`config.mk`:
```
export PLATFORM = sky130hd
export DESIGN_NAME = raiz_seq
export DESIGN_NICKNAME = d
export VERILOG_FILES = /design/src/rtl/raiz_seq_pkg.sv /design/src/rtl/raiz_seq_paso.sv /design/src/rtl/raiz_seq.sv
export SDC_FILE = /design/constraint.sdc
export NUM_CORES = 1
export LEC_CHECK = 0
export ABC_CLOCK_PERIOD_IN_PS = 2200
export CAP_MARGIN = 10
export CORE_ASPECT_RATIO = 0.5
export CORE_MARGIN = 5
export CORE_UTILIZATION = 48
export DETAILED_ROUTE_END_ITERATION = 7
export PLACE_DENSITY = 0.83
export SLEW_MARGIN = 15
export SYNTH_ARGS = -nofsm -noshare
export SYNTH_HDL_FRONTEND = slang
export SYNTH_SLANG_ARGS = --single-unit
```
`constraint.sdc`:
```
create_clock -name clk -period 2.2 [get_ports clk]
set_input_delay 0.44 -clock clk [delete_from_list [all_inputs] [get_ports clk]]
set_output_delay 0.44 -clock clk [all_outputs]
set_load 0.005 [all_outputs]
```
`src/rtl/raiz_seq_pkg.sv`:
```
// Shared definitions for the sequential integer square-root unit:
// FSM state encoding and the default radicand width.
package raiz_seq_pkg;

  localparam int DEF_W = 16;

  typedef enum logic [1:0] {
    IDLE = 2'd0,
    CALC = 2'd1,
    FIN  = 2'd2
  } state_t;

endpackage

```
`src/rtl/raiz_seq_paso.sv`:
```
// One restoring square-root iteration: shifts the next radicand bit pair into
// the partial remainder and tries to subtract (q << 2) | 1.
module paso_raiz #(
  parameter int N = 8
) (
  input  logic [N+1:0] rem,
  input  logic [N-1:0] q,
  input  logic [1:0]   pair,
  output logic [N+1:0] rem_next,
  output logic [N-1:0] q_next,
  output logic         sign
);

  logic        [N+1:0] shifted;
  logic        [N+1:0] trial;
  logic signed [N+1:0] diff;

  // The remainder stays below 2^N between steps, so the shift never loses bits
  // and the signed difference always fits in N+2 bits.
  always_comb begin
    shifted  = (rem << 2) | {{N{1'b0}}, pair};
    trial    = {q, 2'b01};
    diff     = signed'(shifted - trial);
    sign     = diff[N+1];
    rem_next = sign ? shifted : unsigned'(diff);
    q_next   = (q << 1) | {{(N-1){1'b0}}, ~sign};
  end

endmodule

```
`src/rtl/raiz_seq.sv`:
```
// Sequential floor square root: one result bit per cycle, N CALC cycles,
// results registered on entry to FIN together with a one-cycle done pulse.
module raiz_seq
  import raiz_seq_pkg::*;
#(
  parameter  int W = DEF_W,
  localparam int N = W / 2
) (
  input  logic         clk,
  input  logic         rst_n,
  input  logic         start,
  input  logic [W-1:0] radicando,
  output logic [N-1:0] raiz,
  output logic [N:0]   residuo,
  output logic         exacta,
  output logic         busy,
  output logic         done
);

  localparam int CW = $clog2(N);

  state_t        state;
  logic [W-1:0]  op;
  logic [N+1:0]  rem;
  logic [N-1:0]  q;
  logic [CW-1:0] cnt;

  logic [N+1:0]  rem_next;
  logic [N-1:0]  q_next;
  logic          step_sign_unused;

  // The bit pair consumed each cycle is always the top of the operand shifter.
  paso_raiz #(.N(N)) u_paso (
    .rem      (rem),
    .q        (q),
    .pair     (op[W-1:W-2]),
    .rem_next (rem_next),
    .q_next   (q_next),
    .sign     (step_sign_unused)
  );

  always_ff @(posedge clk) begin
    if (!rst_n) begin
      state   <= IDLE;
      op      <= '0;
      rem     <= '0;
      q       <= '0;
      cnt     <= '0;
      raiz    <= '0;
      residuo <= '0;
      exacta  <= 1'b0;
      busy    <= 1'b0;
      done    <= 1'b0;
    end else begin
      done <= 1'b0;
      case (state)
        IDLE: begin
          if (start) begin
            op    <= radicando;
            rem   <= '0;
            q     <= '0;
            cnt   <= CW'(N - 1);
            busy  <= 1'b1;
            state <= CALC;
          end
        end
        CALC: begin
          op  <= op << 2;
          rem <= rem_next;
          q   <= q_next;
          cnt <= cnt - CW'(1);
          // Last pair consumed: publish the outcome of this very step.
          if (cnt == '0) begin
            raiz    <= q_next;
            residuo <= rem_next[N:0];
            exacta  <= (rem_next == '0);
            done    <= 1'b1;
            state   <= FIN;
          end
        end
        FIN: begin
          busy  <= 1'b0;
          state <= IDLE;
        end
        default: begin
          busy  <= 1'b0;
          state <= IDLE;
        end
      endcase
    end
  end

endmodule

```
**Word-level counts from Yosys, hierarchy flattened**

Index checks and enable logic that the tools add are counted.

- Word-level logic and storage cells: 43
- Input port bits: 19
- Latch bits: 0
- Memories kept: 0
- ROM bits: 0
- Flip-flop bits (word level): 57
- Output and inout bits: 20
- RAM bits: 0

- Bitwise logic cells: 4
- Multiply operators: 0
- Equality and inequality tests: 3
- Reduce and logical (&&, ||, !) cells: 9
- Shift-type cells: 0
- $add $sub $neg: 2
- Div/mod/pow operators: 0
- $lt $le $gt $ge: 0
- Multiplexer cells: 15

Operator list:

| kind | number |
|---|---|
| 16-bit case mux with 2 select lines | 1 |
| 8-bit case mux with 2 select lines | 2 |
| 16-bit two-way mux | 1 |
| 8-bit two-way mux | 2 |
| 10-bit logical NOT | 1 |
| 10-bit two-way mux | 1 |
| 10-bit by 2-bit OR with 10-bit output | 1 |
| 2-bit AND reduction | 5 |
| 10-bit subtractor | 1 |
| 8-bit by 1-bit OR with 8-bit output | 1 |
| 3-bit case mux with 2 select lines | 1 |
| 2-bit two-way mux | 2 |
| 2-bit != test, second input constant | 2 |
| 2-bit case mux with 2 select lines | 1 |
| 3-bit logical NOT | 1 |
| 3-bit two-way mux | 1 |
| 3-bit by 1-bit subtractor with 3-bit output, second input constant | 1 |
| 2-bit by 1-bit equality test with 1-bit output, second input constant | 1 |
| 2-bit logical NOT | 1 |
| 1-bit two-way mux | 2 |
| 1-bit NOT | 2 |
| 1-bit case mux with 2 select lines | 1 |
| 2-bit nonzero test | 1 |

**Longest topological paths before layout**

Gate-level depths: netlist (run 1).

- Word-level depth: 5
- Mapped depth: 10
- Gate-level depth less buffers: 9

**Hierarchy**

Synthesis (run 1) repeated with hierarchy kept, for this count alone.

- Cell total of the unflattened synthesis: 334
- Area total of the unflattened synthesis: 2,842.7 um2

By module, submodules not included:

| module | times used | area each (um2) | cells each | seq. area each (um2) |
|---|---|---|---|---|
| raiz_seq | 1 | 2,313.5 | 260 | 1,181.1 |
| paso_raiz | 1 | 529.3 | 74 | 0.0 |

**Least setup slack after synthesis (run 1)**

OpenSTA, ideal clock, no wires.

- Path type: reg-to-reg
- From: register q[4]
- To: register residuo[3]
- Clock period less this slack: 2.198 ns
- Stages on the path, launching flop included: 10
- Arrival time: 2.065 ns
- Data required time: 2.067 ns
- Setup time: 0.133 ns
- Setup slack: 0.002 ns
- Path buffers: 1
- Cells stage by stage: dfxtp_1 inv_1 ha_1 a211o_1 a31oi_2 o21ai_2 xnor2_2 buf_6 mux2i_1 a21oi_1

- Longest elaborated chain between the ends: 2

RTL lines:

| item | RTL line | source |
|---|---|---|
| start, declared | raiz_seq.sv:25 | `logic [N-1:0] q;` |
| start signal, assigned | raiz_seq.sv:70 | `q <= q_next;` |
| 10-bit subtractor | raiz_seq_paso.sv:23 | `diff = signed'(shifted - trial);` |
| 10-bit two-way mux | raiz_seq_paso.sv:25 | `rem_next = sign ? shifted : unsigned'(diff);` |
| end signal, assigned | raiz_seq.sv:75 | `residuo <= rem_next[N:0];` |
| end, declared | raiz_seq.sv:14 | `output logic [N:0] residuo,` |

No other way between the ends.
A chain may end at the register's enable or synchronous reset.

**Worst setup path in the final report (run 1)**

- From: register q[0]
- To: register exacta

- Longest elaborated chain between the ends: 3

RTL lines:

| item | RTL line | source |
|---|---|---|
| 10-bit subtractor | raiz_seq_paso.sv:23 |  |
| 10-bit two-way mux | raiz_seq_paso.sv:25 |  |
| 10-bit logical NOT | raiz_seq.sv:76 | `exacta <= (rem_next == '0);` |
| end signal, assigned | raiz_seq.sv:76 |  |
| end, declared | raiz_seq.sv:15 | `output logic exacta,` |

No other way between the ends.

==> out/qor.txt, run 1 <==
max cap viols - 0
hold slack - 0.454 ns
biggest cell delay along the critical path - 0.39 ns
Crit Path Class - reg -> reg
chip width - 115 um
layout cells sized above 1 - 16.7%
Final Non-Filler Cells - 457
relative slew slack - 57.3%
Top cell by count, worst path - a21oi_1
Slew Limit Fails - 0
combined buffer and inverter count along the critical path - 1
I/O pins - 39
P_leak - 1.42 nW
peak supply drop - 1.04 mV
measured slew at the worst slew-check pin - 0.639 ns
Worst EP required - 2.46 ns
post-route setup slack - 0.0246 ns
drt wl/cell - 16.1 um
die area - 0.00714 mm2
Clk pin slew, worst setup/hold paths - 0.07 ns
Antenna Nets Post-Route - 0
Seq/Total Area, Yosys - 43.4%
clk_skew - 0.00975 ns
first-pass GRT wire length - 11.7 mm
Port Buffers - 38
number of global-route vias before repair - 2,549
count of flip-flops with a built-in enable after synthesis - 0
final setup fails - 0
Post-Layout Inst Area - 0.00358 mm2
H-Tree Depth - 3
placed insts - 433
mean post-synth cell area - 8.08 um2
power density cells - 1700 mW/mm2
vias - 2,554
run status - complete, no violations
CTS Buf Count - 9
DP HPWL - 4.58 mm
gpl congestion - 0.908
asr flop ratio synth - 0%
Worst Hold Class - reg -> reg
Final Net Count - 408
syn nets - 354
most frequent cells in the layout - nand2_1, dfxtp_1, clkdlybuf4s50_1
drt initial violations - 281
Final Hold Viols - 0
drt first pass iters - 5
Skew-Pair Late Insertion Delay - 0.35 ns
commonest non-fill, non-tap cell in the layout - nand2_1
# rows - 19
crit path DAT - 2.44 ns
final WL - 7.36 mm
TritonCTS clock tree - built
total gr overflow - 0
Worst path slowest cell - dfxtp_1
ys flop type - dfxtp_1
Post-Synthesis Cell Area - 0.00263 mm2
Diodes inserted - 0
Worst Path Max Fanout - 4
fmax - 460 MHz
clock sinks - 57
dpl ws - -0.000374 ns
Yosys cell types - 39
Final min period - 2.18 ns
Gate Count Post-Synth - 325
Root Buffer - clkbuf_8
initial antenna violation count - 0
crit start category - register
global-route usage over all layers - 20.4%
Synth warnings - 0
crit-path cells - inv_1 > ha_1 > nand2b_1 > a21oi_1 > a211oi_2 > a21oi_1 > xnor2_1 > a31oi_2 > a221oi_2
Post-Place Cell Area - 0.00315 mm2
CTS max path bufs - 2
largest delay contributor family on the critical path - compound AO/OA/AOI/OAI gates
DR vias/cell - 5.59
setup TNS - 0 ns
die height - 62.3 um
Area Growth Syn to Fin - 36.2%
drc violations - 0
CORE AREA - 0.00540 mm2
largest net degree at the start of global routing - 26
Initial Util - 48.7%
Tcrit/Tclk final - 98.9%
Critical Path Sink Type - register
synthesized flop and latch total - 57
[tightest hold or removal path, stage by stage (launching register included)]
cell     delay [ns]
dfxtp_1        0.31
nand2_1        0.05
a21oi_1        0.05
[through the flow]
| step | utilization [%] | total power [mW] |
|---|---|---|
| finish | 66.3 | 6.07 |
| detailed placement | 58.4 | 3.79 |
| global placement | 58.4 | 3.72 |
| CTS | 62.6 | 4.92 |
| floorplan | - | 3.15 |
| global route | 66.3 | 6.40 |
[sequential cells by signal, summed over array words and instances (netlist names)]
| name | cells |
|---|---|
| residuo | 9 |
| exacta | 1 |
| op | 16 |
| raiz | 8 |
| q | 8 |
| rem | 8 |
| done | 1 |
| state | 2 |
| busy | 1 |
| cnt | 3 |
[path summary, 6_finish.rpt]
kind / end / from / depth (start not counted) / slack (ns)
worst max-delay path: exacta / q[0] / 9 / 0.02
worst min-delay path: raiz[1] / raiz[1] / 2 / 0.45
worst max register to register: exacta / q[0] / 9 / 0.02
worst min register to register: raiz[1] / raiz[1] / 2 / 0.45
[routing by layer]
layer	up-vias	global-route usage [%]	share of wire (%)	wire (um)
li1	1224	-	-	-
met1	1192	24.6	42	3120
met2	119	33.6	49	3600
met3	19	6.69	6.9	511
met4	0	7.85	1.8	136
met5	-	0	0	0
[power breakdown]
part	internal, mW	total, mW	switching, mW
registers	1.19	1.35	0.157
logic	1.93	3.71	1.78
clock network	0.554	1.01	0.456
[kinds of logic (layout without fill, tap and decap cells)]
logic type      Yosys count  in the layout  synth area share (%)
simple gates            112            112                  17.6
fa+ha+maj                10             10                  4.76
xor+xnor                 11             11                  3.95
flops                    57             57                  43.4
mux                       6              6                  2.29
compound gates           93             93                  22.5
buf+inv                  36             95                  5.43
[synth_stat cells, types with 4 or more instances]
master    count  area [um2]
a22oi_1      23         173
xnor2_1       6        52.6
dfxtp_1      57        1140
mux2i_1       6        60.1
nor2_1       34         128
a21oi_1      18        90.1
o21ai_1      11        55.1
o21ai_0      24         120
nand3_1       5        25.0
inv_1        17        63.8
ha_1         10         125
nand2_1      58         218
nor3_1        6        30.0
xor2_1        4        35.0
clkbuf_1     17        63.8
[area by class of cell]
| type | instances | area, um2 |
|---|---|---|
| clock buffers | 10 | 138 |
| clock inverters | 6 | 66.3 |
| fillers | 391 | 1820 |
| inverters | 17 | 63.8 |
| multi-input cells | 232 | 1470 |
| flip-flops and latches | 57 | 1150 |
| well taps | 73 | 91.3 |
| repair buffers | 62 | 591 |
[repair_timing]
action / in CTS / in global routing
setup endpoints to repair: 6 / 15
setup buffers: 1 / 6
gates resized for setup: 2 / 24
hold buffers: 0 / 0
gates cloned: 0 / 1
pin swaps: 0 / 6
(Power assumes the default switching activity.)
==> run 2, diff against run 1 <==
Settings changed: CORE_MARGIN 5 to 3.
==> out/qor.txt, run 2 (same netlist as run 1, synthesis figures left out) <==
biggest cell delay along the critical path - 0.38 ns (was 0.39 ns)
Worst Hold Depth - 2 (unchanged)
combined buffer and inverter count along the critical path - 2 (was 1)
setup TNS - -0.202 ns (was 0 ns)
largest delay contributor family on the critical path - compound AO/OA/AOI/OAI gates (unchanged)
Skew-Pair Late Insertion Delay - 0.34 ns (was 0.35 ns)
final setup fails - 6 (was 0)
Initial Util - 51.6% (was 48.7%)
I/O pins - 39 (unchanged)
number of global-route vias before repair - 2,521 (was 2,549)
Worst path slowest cell - dfxtp_1 (unchanged)
Diodes inserted - 0 (unchanged)
biggest regs - op x16, residuo x9 (unchanged)
first-pass GRT wire length - 12.0 mm (was 11.7 mm)
Worst EP required - 2.40 ns (was 2.46 ns)
layout cells sized above 1 - 21.1% (was 16.7%)
Reg with most FFs - op (unchanged)
Post-Place Cell Area - 0.00328 mm2 (was 0.00315 mm2)
crit-path cells - inv_1 > ha_1 > o21a_1 > o2bb2ai_4 > o21ai_4 > xnor2_4 > buf_12 > mux2i_1 > o21ai_0 (was inv_1 > ha_1 > nand2b_1 > a21oi_1 > a211oi_2 > a21oi_1 > xnor2_1 > a31oi_2 > a221oi_2)
chip width - 111 um (was 115 um)
H-Tree Depth - 3 (unchanged)
Tcrit/Tclk final - 103% (was 98.9%)
total gr overflow - 0 (unchanged)
crit path DAT - 2.46 ns (was 2.44 ns)
Area Growth Syn to Fin - 42.1% (was 36.2%)
CTS max path bufs - 2 (unchanged)
max cap viols - 0 (unchanged)
Final min period - 2.26 ns (was 2.18 ns)
Reg2Reg Setup Slack - -0.06 ns (was 0.02 ns)
relative slew slack - 53.2% (was 57.3%)
CORE AREA - 0.00509 mm2 (was 0.00540 mm2)
most frequent cells in the layout - nand2_1, dfxtp_1, clkdlybuf4s50_1 (unchanged)
Crit Path Class - reg -> reg (unchanged)
Power, Total - 6.56 mW (was 6.07 mW)
TritonCTS clock tree - built (unchanged)
power density cells - 1760 mW/mm2 (was 1700 mW/mm2)
FF-to-FF End - rem[5] (was exacta)
Worst Path Max Fanout - 8 (was 4)
global-route usage over all layers - 23.2% (was 20.4%)
post-route setup slack - -0.0613 ns (was 0.0246 ns)
largest net degree at the start of global routing - 26 (unchanged)
drt wl/cell - 18.1 um (was 16.1 um)
DP HPWL - 4.76 mm (was 4.58 mm)
measured slew at the worst slew-check pin - 0.700 ns (was 0.639 ns)
Hold Crit Start - op[8] (was raiz[1])
Final Hold Viols - 0 (unchanged)
final WL - 8.50 mm (was 7.36 mm)
die area - 0.00645 mm2 (was 0.00714 mm2)
peak supply drop - 1.26 mV (was 1.04 mV)
clk_skew - 0.00920 ns (was 0.00975 ns)
Root Buffer - clkbuf_8 (unchanged)
fmax - 442 MHz (was 460 MHz)
crit start category - register (unchanged)
drt initial violations - 273 (was 281)
# rows - 18 (was 19)
DR vias/cell - 5.85 (was 5.59)
gpl congestion - 0.849 (was 0.908)
Largest register FFs - 16 (unchanged)
CTS Buf Count - 9 (unchanged)
Antenna Nets Post-Route - 0 (unchanged)
drc violations - 0 (unchanged)
fill cell count - 346 (was 391)
P_leak - 1.53 nW (was 1.42 nW)
Critical Path Sink Type - register (unchanged)
RSZ-0062 raised after global routing - yes
Clk pin slew, worst setup/hold paths - 0.07 ns (about the same)
initial antenna violation count - 0 (unchanged)
Hold EP - op[8] (was raiz[1])
vias - 2,743 (was 2,554)
drt first pass iters - 5 (unchanged)
Worst Hold Class - reg -> reg (unchanged)
hold_buf cts - 0 (unchanged)
Final Net Count - 423 (was 408)
Post-Layout Inst Area - 0.00373 mm2 (was 0.00358 mm2)
clock sinks - 57 (unchanged)
run status - finished, violations left (was complete, no violations)
Port Buffers - 38 (unchanged)
failing checks - setup timing
reg-to-reg startpoint - q[1] (was q[0])
die height - 58.3 um (was 62.3 um)
commonest non-fill, non-tap cell in the layout - nand2_1 (unchanged)
Slew Limit Fails - 0 (unchanged)
worst reg2reg path depth - 9 (unchanged)
hold slack - 0.456 ns (was 0.454 ns)
-- run 2: cell count changes in the layout (fill, tap and decap cells not counted), sizes merged --
| cell | change |
|---|---|
| inv | -1 |
| buf | +16 |
| bufinv | +1 |
| clkinv | +1 |
| clkinvlp | -2 |
-- run 2: worst min-delay path: stages, from the launching register on --
cell and delay (ns):
dfxtp_1 0.31, nand2_1 0.05, a22oi_1 0.05
-- run 2: final cells by class --
cell class	instances	area, um2	area share, %
timing repair buffer	77	698	18.7
clock inverter	5	77.6	2.08
inverter	17	63.8	1.71
sequential	57	1150	30.8
tap	70	87.6	2.35
multi-input combinational	232	1510	40.3
clock buffer	11	151	4.06
-- run 2: worst max-delay path by stage --
stage	start	to	slack [ns]	cells past startpoint
6_report	q[1]	rem[5]	-0.06	9
4_1_cts	q[4]	exacta	0.003	10
3_3_place_gp	q[4]	residuo[3]	-0.15	8
3_5_place_dp	q[4]	residuo[1]	-0.24	10
2_1_floorplan	q[4]	residuo[3]	0.002	9
5_1_grt	q[4]	rem[2]	-0.12	10
-- run 2: what timing repair did --
item	in CTS	in global routing
pin swaps	6	14
setup buffers	4	0
gates cloned	0	0
setup endpoints to repair	20	19
resized for setup	5	26
-- run 2: power by group --
part | internal (mW) | switching [mW]
Clock | 0.695 | 0.431
Sequential | 1.19 | 0.131
Combinational | 2.05 | 2.07
Total | 3.93 | 2.63
-- run 2: through the flow --
stage / util [%] / setup WS (ns) / instances
3_5_place_dp: 64.4 / -0.235 / 449
4_1_cts: 70.6 / 0.00282 / 469
6_report: 73.3 / -0.0613 / 469
5_1_grt: 73.3 / -0.117 / 469
3_3_place_gp: 64.4 / -0.153 / 449
2_1_floorplan: - / 0.00238 / 325
-- run 2: routing by layer --
layer,GRT usage (%),vias up,share of wire [%],wire length [um]
met5,0,-,0,0
met4,8.60,0,4.6,387
met3,5.13,50,10,881
met2,40.8,178,47,3990
met1,28.8,1254,38,3240
li1,-,1261,-,-
